## src/rtl/execute_stage.sv

```systemverilog
// execute_stage: EX stage of the 5-stage RV32I pipeline.
// The stage forwards operands, runs the ALU, resolves BEQ-style branches
// and holds the EX/MEM pipeline register.
// Optional build macro EXEC_MUL_EN enables an iterative 32-cycle shift-add
// multiplier for ALUControlE=1010. While the multiplier is active, StallE
// is asserted. Without the macro, StallE is tied to 0 and 1010 yields 0.
module execute_stage (
  input  logic        clk,
  input  logic        rst,
  input  logic        RegWriteE,
  input  logic        ALUSrcE,
  input  logic        MemWriteE,
  input  logic        MemReadE,
  input  logic        ResultSrcE,
  input  logic        BranchE,
  input  logic [3:0]  ALUControlE,
  input  logic [31:0] RD1_E,
  input  logic [31:0] RD2_E,
  input  logic [31:0] Imm_Ext_E,
  input  logic [31:0] PCE,
  input  logic [31:0] PCPlus4E,
  input  logic [4:0]  RD_E,
  input  logic [4:0]  RS1_E,
  input  logic [4:0]  RS2_E,
  input  logic [1:0]  ForwardAE,
  input  logic [1:0]  ForwardBE,
  input  logic [31:0] ResultW,
  output logic        RegWriteM,
  output logic        MemWriteM,
  output logic        MemReadM,
  output logic        ResultSrcM,
  output logic [4:0]  RD_M,
  output logic [31:0] ALUResultM,
  output logic [31:0] WriteDataM,
  output logic [31:0] PCPlus4M,
  output logic        PCSrcE,
  output logic [31:0] PCTargetE,
  output logic        StallE
);

  localparam logic [3:0] OP_ADD  = 4'b0000;
  localparam logic [3:0] OP_SUB  = 4'b0001;
  localparam logic [3:0] OP_AND  = 4'b0010;
  localparam logic [3:0] OP_OR   = 4'b0011;
  localparam logic [3:0] OP_XOR  = 4'b0100;
  localparam logic [3:0] OP_SLL  = 4'b0101;
  localparam logic [3:0] OP_SRL  = 4'b0110;
  localparam logic [3:0] OP_SRA  = 4'b0111;
  localparam logic [3:0] OP_SLT  = 4'b1000;
  localparam logic [3:0] OP_SLTU = 4'b1001;
  localparam logic [3:0] OP_MUL  = 4'b1010;

  // Register indices are consumed by the hazard unit, not by this stage.
  logic unused_rs;
  assign unused_rs = ^{RS1_E, RS2_E};

  logic [31:0] src_a, fwd_b, src_b, alu_res;
  logic        bubble;

  // Forward muxes: 01 selects the writeback value, 10 selects the
  // instruction one ahead; 00/11 select the register file value.
  always_comb begin
    src_a = RD1_E;
    fwd_b = RD2_E;
    case (ForwardAE)
      2'b01:   src_a = ResultW;
      2'b10:   src_a = ALUResultM;
      default: src_a = RD1_E;
    endcase
    case (ForwardBE)
      2'b01:   fwd_b = ResultW;
      2'b10:   fwd_b = ALUResultM;
      default: fwd_b = RD2_E;
    endcase
  end

  assign src_b = ALUSrcE ? Imm_Ext_E : fwd_b;

`ifdef EXEC_MUL_EN
  typedef enum logic [1:0] {S_IDLE, S_BUSY, S_DONE} mul_state_t;

  mul_state_t  state_q, state_d;
  logic [4:0]  cnt_q, cnt_d;
  logic [31:0] ma_q, ma_d, mb_q, mb_d, acc_q, acc_d;
  logic        mul_start, mul_done;

  // A MUL only starts outside reset so that an asserted reset always
  // releases the stall, even with the MUL still present on the inputs.
  assign mul_start = rst && (ALUControlE == OP_MUL) && (state_q == S_IDLE);

  // Multiplier state and datapath registers
  always_ff @(posedge clk or negedge rst) begin
    if (!rst) begin
      state_q <= S_IDLE;
      cnt_q   <= '0;
      ma_q    <= '0;
      mb_q    <= '0;
      acc_q   <= '0;
    end else begin
      state_q <= state_d;
      cnt_q   <= cnt_d;
      ma_q    <= ma_d;
      mb_q    <= mb_d;
      acc_q   <= acc_d;
    end
  end

  // Next state and shift-add datapath: one multiplier bit per BUSY cycle
  always_comb begin
    state_d = state_q;
    cnt_d   = cnt_q;
    ma_d    = ma_q;
    mb_d    = mb_q;
    acc_d   = acc_q;
    case (state_q)
      S_IDLE: if (mul_start) begin
        state_d = S_BUSY;
        cnt_d   = '0;
        ma_d    = src_a;
        mb_d    = src_b;
        acc_d   = '0;
      end
      S_BUSY: begin
        acc_d = acc_q + (mb_q[0] ? ma_q : 32'd0);
        ma_d  = ma_q << 1;
        mb_d  = mb_q >> 1;
        cnt_d = cnt_q + 5'd1;
        if (cnt_q == 5'd31) state_d = S_DONE;
      end
      S_DONE:  state_d = S_IDLE;
      default: state_d = S_IDLE;
    endcase
  end

  // Outputs: stall and bubble while the product is still being formed
  always_comb begin
    StallE   = mul_start || (state_q == S_BUSY);
    bubble   = StallE;
    mul_done = (state_q == S_DONE);
  end
`else
  assign StallE = 1'b0;
  assign bubble = 1'b0;
`endif

  // ALU: 32-bit wrap-around arithmetic; unknown codes produce 0
  always_comb begin
    alu_res = '0;
    case (ALUControlE)
      OP_ADD:  alu_res = src_a + src_b;
      OP_SUB:  alu_res = src_a - src_b;
      OP_AND:  alu_res = src_a & src_b;
      OP_OR:   alu_res = src_a | src_b;
      OP_XOR:  alu_res = src_a ^ src_b;
      OP_SLL:  alu_res = src_a << src_b[4:0];
      OP_SRL:  alu_res = src_a >> src_b[4:0];
      OP_SRA:  alu_res = $unsigned($signed(src_a) >>> src_b[4:0]);
      OP_SLT:  alu_res = {31'd0, $signed(src_a) < $signed(src_b)};
      OP_SLTU: alu_res = {31'd0, src_a < src_b};
      default: alu_res = '0;
    endcase
`ifdef EXEC_MUL_EN
    if (mul_done) alu_res = acc_q;
`endif
  end

  assign PCSrcE    = BranchE & (alu_res == 32'd0);
  assign PCTargetE = PCE + Imm_Ext_E;

  // EX/MEM register: a bubble clears the control bits, data loads regardless
  always_ff @(posedge clk or negedge rst) begin
    if (!rst) begin
      RegWriteM  <= 1'b0;
      MemWriteM  <= 1'b0;
      MemReadM   <= 1'b0;
      ResultSrcM <= 1'b0;
      RD_M       <= '0;
      ALUResultM <= '0;
      WriteDataM <= '0;
      PCPlus4M   <= '0;
    end else begin
      RegWriteM  <= RegWriteE  & ~bubble;
      MemWriteM  <= MemWriteE  & ~bubble;
      MemReadM   <= MemReadE   & ~bubble;
      ResultSrcM <= ResultSrcE & ~bubble;
      RD_M       <= RD_E;
      ALUResultM <= alu_res;
      WriteDataM <= fwd_b;
      PCPlus4M   <= PCPlus4E;
    end
  end

endmodule

```

## config.mk

```make
export PLATFORM = sky130hd
export DESIGN_NAME = execute_stage
export DESIGN_NICKNAME = d
export VERILOG_FILES = /design/src/rtl/execute_stage.sv
export SDC_FILE = /design/constraint.sdc
export NUM_CORES = 1
export LEC_CHECK = 0
export ABC_AREA = 0
export CAP_MARGIN = 30
export CELL_PAD_IN_SITES_DETAIL_PLACEMENT = 1
export CELL_PAD_IN_SITES_GLOBAL_PLACEMENT = 1
export CORE_ASPECT_RATIO = 1.2
export CORE_MARGIN = 2
export CORE_UTILIZATION = 35
export DETAILED_ROUTE_END_ITERATION = 10
export HOLD_SLACK_MARGIN = 0.12
export PLACE_DENSITY_LB_ADDON = 0.1
export SLEW_MARGIN = 20
export SYNTH_ARGS = -nofsm -noshare
export SYNTH_HDL_FRONTEND = slang
export SYNTH_SLANG_ARGS = --single-unit
```

## constraint.sdc

```tcl
create_clock -name clk -period 15.15 [get_ports clk]
set_input_delay 4.545 -clock clk [delete_from_list [all_inputs] [get_ports clk]]
set_output_delay 4.545 -clock clk [all_outputs]
set_load 0.02 [all_outputs]
```

Yosys cells after proc, flatten, opt, wreduce, memory -nomap -nowiden

Cells that the tools add are included.

Register bits: 105
Output and inout port bits: 139

Add/subtract/negate cells: 3
Magnitude comparators: 2
Eq/ne operators: 13
Shifts and indexed selects: 3
Mux-type cells: 4
Bitwise gates (word level): 4
Reduce and logical (&&, ||, !) cells: 2

Operators by type and width:

| kind                                          | count |
|---|---|
| case mux 32 bit (10 select lines)             | 1 |
| case mux 32 bit (2 select lines)              | 2 |
| adder 32 bit                                  | 2 |
| < comparator 32 bit                           | 2 |
| AND 32 bit                                    | 1 |
| logical NOT 32 bit                            | 1 |
| two-way mux 32 bit                            | 1 |
| OR 32 bit                                     | 1 |
| left shift 32 x 5 -> 32 bit                   | 1 |
| right shift 32 x 5 -> 32 bit                  | 1 |
| >>> shifter 32 x 5 -> 32 bit                  | 1 |
| subtractor 32 bit                             | 1 |
| XOR 32 bit                                    | 1 |
| == test 4 x 3 -> 1 bit, second input constant | 4 |
| == test 4 x 2 -> 1 bit, second input constant | 2 |
| == test 4 bit, second input constant          | 2 |
| == test 2 x 1 -> 1 bit, second input constant | 2 |
| == test 2 bit, second input constant          | 2 |
| == test 4 x 1 -> 1 bit, second input constant | 1 |
| logical NOT 4 bit                             | 1 |
| AND 1 bit                                     | 1 |

Longest topological paths before layout

Gate-level depths: netlist of run 1.

Depth after elaboration: 7
Mapped depth: 23

Least setup slack after synthesis of run 1

Ideal clock, no wire load.

Path kind: input-to-output
Start point: in ForwardBE[0]
End point: out PCSrcE
Arrival time: 9.497 ns
Required time: 10.605 ns
Path slack: 1.108 ns
Stages: 22
Buffers on the path: 5
Path through: inv_1 > ha_1 > or2_1 > buf_2 > o221ai_2 > clkbuf_1 > clkbuf_1 > clkbuf_1 > ha_1 > buf_2 > nand3b_1 > a211oi_1 > or2_1 > o211ai_1 > a2111oi_0 > o221a_2 > a31oi_1 > a211o_1 > or4b_1 > nor4_2 > nand4_1 > nor3_2

Word-level cells in the longest chain between the ends: 7

RTL lines:

| what                                                    | line | RTL |
|---|---|---|
| from (decl)                                             | 26   | `input logic [1:0] ForwardBE,` |
| == test 2 bit or == test 2 x 1 -> 1 bit (tied branches) | 70   | `case (ForwardBE)` |
| case mux 32 bit (2 select lines) (*)                    | 70   |  |
| two-way mux 32 bit (*)                                  | 77   | `assign src_b = ALUSrcE ? Imm_Ext_E : fwd_b;` |
| subtractor 32 bit, or another cell as far along         | 151  | `OP_SUB: alu_res = src_a - src_b;` |
| case mux 32 bit (10 select lines) (*)                   | 149  | `case (ALUControlE)` |
| net alu_res[19]                                         | 57   | `logic [31:0] src_a, fwd_b, src_b, alu_res;` |
| logical NOT 32 bit (*)                                  | 167  | `assign PCSrcE = BranchE & (alu_res == 32'd0);` |
| AND 1 bit (*)                                           | 167  |  |
| to (decl)                                               | 36   | `output logic PCSrcE,` |

The timed path passes the listed nets; every way through them passes the cells marked *.

Worst setup path after layout of run 1

Start point: in ForwardAE[0]
End point: out PCSrcE

Word-level cells in the longest chain between the ends: 6

RTL lines:

| what                                                    | line | RTL |
|---|---|---|
| from (decl)                                             | 25   | `input logic [1:0] ForwardAE,` |
| == test 2 bit or == test 2 x 1 -> 1 bit (tied branches) | 65   | `case (ForwardAE)` |
| case mux 32 bit (2 select lines) (*)                    | 65   |  |
| subtractor 32 bit, or another cell as far along         | 151  |  |
| case mux 32 bit (10 select lines) (*)                   | 149  |  |
| net alu_res[20]                                         | 57   |  |
| logical NOT 32 bit (*)                                  | 167  |  |
| AND 1 bit (*)                                           | 167  |  |

Marked as above.

==> results of run 1 <==
registers in the layout, summed over array words and instances (netlist names):
| signal | cells |
|---|---|
| RegWriteM | 1 |
| PCPlus4M | 32 |
| RD_M | 5 |
| WriteDataM | 32 |
| ResultSrcM | 1 |
| ALUResultM | 32 |
| MemReadM | 1 |
| MemWriteM | 1 |
power by group through the flow:
stage               Clock (mW)  Combinational (mW)  Sequential, mW
finish                   0.248                1.47           0.355
global route             0.265                1.55           0.359
CTS                      0.255                1.43           0.354
detailed placement           0                1.42           0.359
global placement             0                1.39           0.356
floorplan                    0               0.687           0.402
layout make-up:
| cell class | instances | area, µm² |
|---|---|---|
| fillers | 5117 | 20900 |
| multi-input cells | 1599 | 11000 |
| repair buffers | 601 | 5430 |
| flip-flops and latches | 105 | 2630 |
| well taps | 546 | 683 |
| inverters | 142 | 533 |
| clock buffers | 9 | 225 |
| clock inverters | 7 | 98.8 |
| diodes | 5 | 12.5 |
timing repair:
action                                  CTS  global route
buffers inserted                          0             0
resized for setup                         7             5
endpoints found under the setup margin    1             1
endpoints found under the hold margin     0             0
through the flow:
| step | instance area (µm²) | std cells | worst slack, ps | util (%) | TNS [ps] |
|---|---|---|---|---|---|
| global route | 20700 | 3014 | 141 | 49.7 | 0 |
| floorplan | 14700 | 1980 | 1110 | - | 0 |
| finish | 20700 | 3014 | 354 | 49.7 | 0 |
| global placement | 20300 | 2993 | -48.1 | 48.8 | -48.1 |
| CTS | 20600 | 3009 | 1.37 | 49.6 | 0 |
| detailed placement | 20300 | 2993 | -232 | 48.8 | -232 |
how the worst min path moves through the flow:
| stage | slack [ps] | from | to | cells after the start |
|---|---|---|---|---|
| finish | 680 | ALUResultM[15] | WriteDataM[15] | 4 |
| global route | 770 | ALUResultM[12] | WriteDataM[12] | 4 |
| CTS | 680 | ALUResultM[15] | WriteDataM[15] | 4 |
| detailed placement | 670 | ALUResultM[15] | WriteDataM[15] | 4 |
| global placement | 660 | ALUResultM[11] | WriteDataM[11] | 4 |
| floorplan | 760 | ALUResultM[10] | WriteDataM[10] | 4 |
placed cells by master (no fill, tap or decap), types with 37 or more instances in the layout:
cell | netlist | final
clkdlybuf4s50_1 | 0 | 347
buf_4 | 5 | 248
nor2_1 | 216 | 216
nand2_1 | 140 | 140
inv_1 | 137 | 137
a21oi_1 | 136 | 135
ha_1 | 132 | 131
o21ai_0 | 112 | 112
dfrtp_1 | 105 | 105
mux2i_1 | 96 | 96
o22ai_1 | 63 | 63
a22oi_1 | 47 | 47
nor3_1 | 43 | 41
nand3_1 | 37 | 37
logic make-up (layout without fill, tap and decap cells):
family                     after synthesis  in the layout  synth area share [%]
AOI/OAI and AO/OA                      728            728                  34.4
and+or+nand+nor                        594            594                  19.1
buffers and inverters                  276            759                  7.70
adders and majority gates              135            135                  11.7
DFF                                    105            105                  17.9
muxes                                   99             99                  6.77
xor gates and xnor gates                42             42                  2.50
other                                    1              6                0.0255
metal layers:
| layer | routed length (µm) | vias to the layer above | track usage, % |
|---|---|---|---|
| met5 | 23 | - | 0 |
| met4 | 5490 | 4 | 22.2 |
| met3 | 6410 | 241 | 6.80 |
| met2 | 41000 | 927 | 65.2 |
| met1 | 34700 | 9327 | 47.1 |
| li1 | - | 8322 | - |
tightest hold or removal path: stages (launching register included):
cell     delay (ps)
dfrtp_1         370
a22oi_1         100
nor2_1           90
a21oi_1          60
inv_1            50
==> run summary, run 1 <==
The maximum frequency from static timing analysis was 67.6 MHz. The synthesis-to-finish area growth came out at 40.6%. The synthesized netlist contains 90 unique library cells. The maximum VDD drop is 0.0768 mV, and the maximum count of clock buffers along a single path is 2. TritonCTS built the clock tree.

The most instantiated flip-flop cell in the synthesis netlist is dfrtp_1. The switching share of total power is 50.3%. The initial utilization of the core area, before any placement, comes to 35.3%. The run finished with clean final reports. Final hold analysis gives a worst-case slack of 681 ps. For flop-to-flop paths, the worst setup slack is 10300 ps. Family with the most delay on the worst path: buffers and inverters. The root cell of the clock tree is clkbuf_16. For the pin with the worst max-slew slack, the measured transition is 901 ps.

The largest area contributor in the synthesized netlist is dfrtp_1. After layout, the worst path uses 97.7% of the clock period. The post-detailed-route via-to-cell ratio came out at 6.24. The worst setup path is captured at an output pin.

The completed layout was analyzed and its total power is 2.07 mW. Placed wire-length estimate after detailed placement: 73.1 mm. After clock tree synthesis, the clock-pin slew on the worst setup and hold paths is 80 ps.

The destination of the critical timing path is PCSrcE. Across the run, the number of max-cap violations was 0. The total global routing overflow was 0; the maximum fanout along the worst path was 23. Entering global routing, the biggest net connects 69 pins. At the end of routability-driven placement, the weighted congestion stood at 1.04.

Dividing the detail-routed wire length by the instance count gives 29.1 µm. Ranked by total cell area, the synthesized netlist is headed by dfrtp_1 (18%), ha_1 (11%), mux2i_1 (6.5%). Internal power comes to 1.03 mW. The analysis attributes to cell leakage a power of 9.09 nW. The quantity of hold-fixing buffers added after cts is 0, and the first-pass GRT wire length is 128 mm. Synthesis handed over a netlist of 1980 instances. The logs give 2816 for the net total in the final layout and 5 for the detailed-router iteration count before antenna repair. The slowest stage of the critical path belongs to the cell or4b_1.

Relative slew slack: 38.2%. The total of flip-flops plus latches after synthesis came out at 105. The share of total power in combinational logic came out at 70.9%.

The fraction of layout cells with a size suffix above 1 was 13.6%; the total wire length after detailed routing was 87.7 mm. The final route contains 18800 vias. Of the total power, the clock network draws 12.0%. The fraction of power consumed by sequential logic is 17.1%, and the count of input and output buffers is 350. In this run the power spent charging and discharging nets is 1.04 mW.

The run gives 2338 as the total nets after synthesis. For the final database, setup skew stands at 13.5 ps. For this run, the slowest stage of the critical path takes 650 ps. The chip height was 228 µm. The total number of placement rows was 82. The run gives 380 ps as the clock latency reported for the late side of the worst-skew pair. The tools report the startpoint kind of the worst setup timing path as an input port.

The critical path runs through a total of 23 cells. In this run, CTS created clock tree buffers numbering 9. The CTS sink count came out at 105. The tools report the count of pins over their slew limit as 0. Sorting the synthesized cells by how often they occur yields nor2_1 (216), nand2_1 (140), inv_1 (137).

Setup violations remaining at the end of the flow were counted as 0. Dividing total power by cell area gives a power density of 100 mW/mm². The worst register-to-register path has a depth of 19. The number of warning messages in the yosys log is 0, and the total global-route track usage is 39.1%. Setup repair after global routing left no endpoint under its margin. For the post-route DRC violation count, the log shows 0. Startpoint of the most critical register-to-register path: ALUResultM[0]. Of all flip-flops after synthesis, the portion carrying an async set or reset was 100%. STA puts the critical path data required time at 10610 ps.

nor2_1 is the most common cell in the netlist. The mean cell area of the mapped netlist is 7.42 µm², and the die width is 191 µm. In this run the standard cell core region covers 0.0416 mm². Startpoint-to-endpoint class of the critical path: input port to output pin.

The logs give 0 for the final-report hold violation count and 362 for the I/O pin count. In this run the worst hold path is classified as register to register. The launch point of the worst path was ForwardAE[0]. The worst path buffer plus inverter count is 9, and the sequential element share of the synthesized area is 17.9%. The fraction of post-synthesis cell area in the top cell type by area came out at 17.9%.

The synthesized netlist occupies a cell area of 0.0147 mm². The H-tree was split into 3 levels. Once detail routing completed, the nets flagged for antenna violations numbered 0. The endpoint identified for the worst register-to-register timing path is ALUResultM[30]. The number of enable-type register cells in the synthesized netlist is 0, and the number of antenna violations at the first check in global routing is 8. For the finished layout, the period the worst path requires is 14800 ps. Traced cell by cell, the critical path runs through clkdlybuf4s50_1 > inv_1 > ha_1 > inv_2 > buf_4 > o21ai_1 > inv_1 > ha_1 > buf_4 > inv_1 > nand3_1 > or3_1 > a311o_1 > a31oi_1 > o31a_1 > a32o_1 > o2111ai_1 > or4b_1 > nor4_2 > buf_4 > nand4_1 > nor3_2 > dlymetal6s2s_1. The run gives 19300 as the via count of the first global-routing pass. The arrival time of the worst setup path was 10250 ps; the detailed router's first-iteration violation count was 1603. The die covers 0.0436 mm².
Power figures use the tool's default switching activity.
==> run 2: changes to the inputs <==
--- a/config.mk
+++ b/config.mk
@@ -6,12 +6,14 @@
 export NUM_CORES = 1
 export LEC_CHECK = 0
 export ABC_AREA = 0
+export ABC_CLOCK_PERIOD_IN_PS = 15150
 export CAP_MARGIN = 30
 export CELL_PAD_IN_SITES_DETAIL_PLACEMENT = 1
 export CELL_PAD_IN_SITES_GLOBAL_PLACEMENT = 1
 export CORE_ASPECT_RATIO = 1.2
 export CORE_MARGIN = 2
 export CORE_UTILIZATION = 35
+export CTS_CLUSTER_SIZE = 14
 export DETAILED_ROUTE_END_ITERATION = 10
 export HOLD_SLACK_MARGIN = 0.12
 export PLACE_DENSITY_LB_ADDON = 0.1
==> results of run 2 <==
Final layout, timing and power as in run 1 (identical DEF).
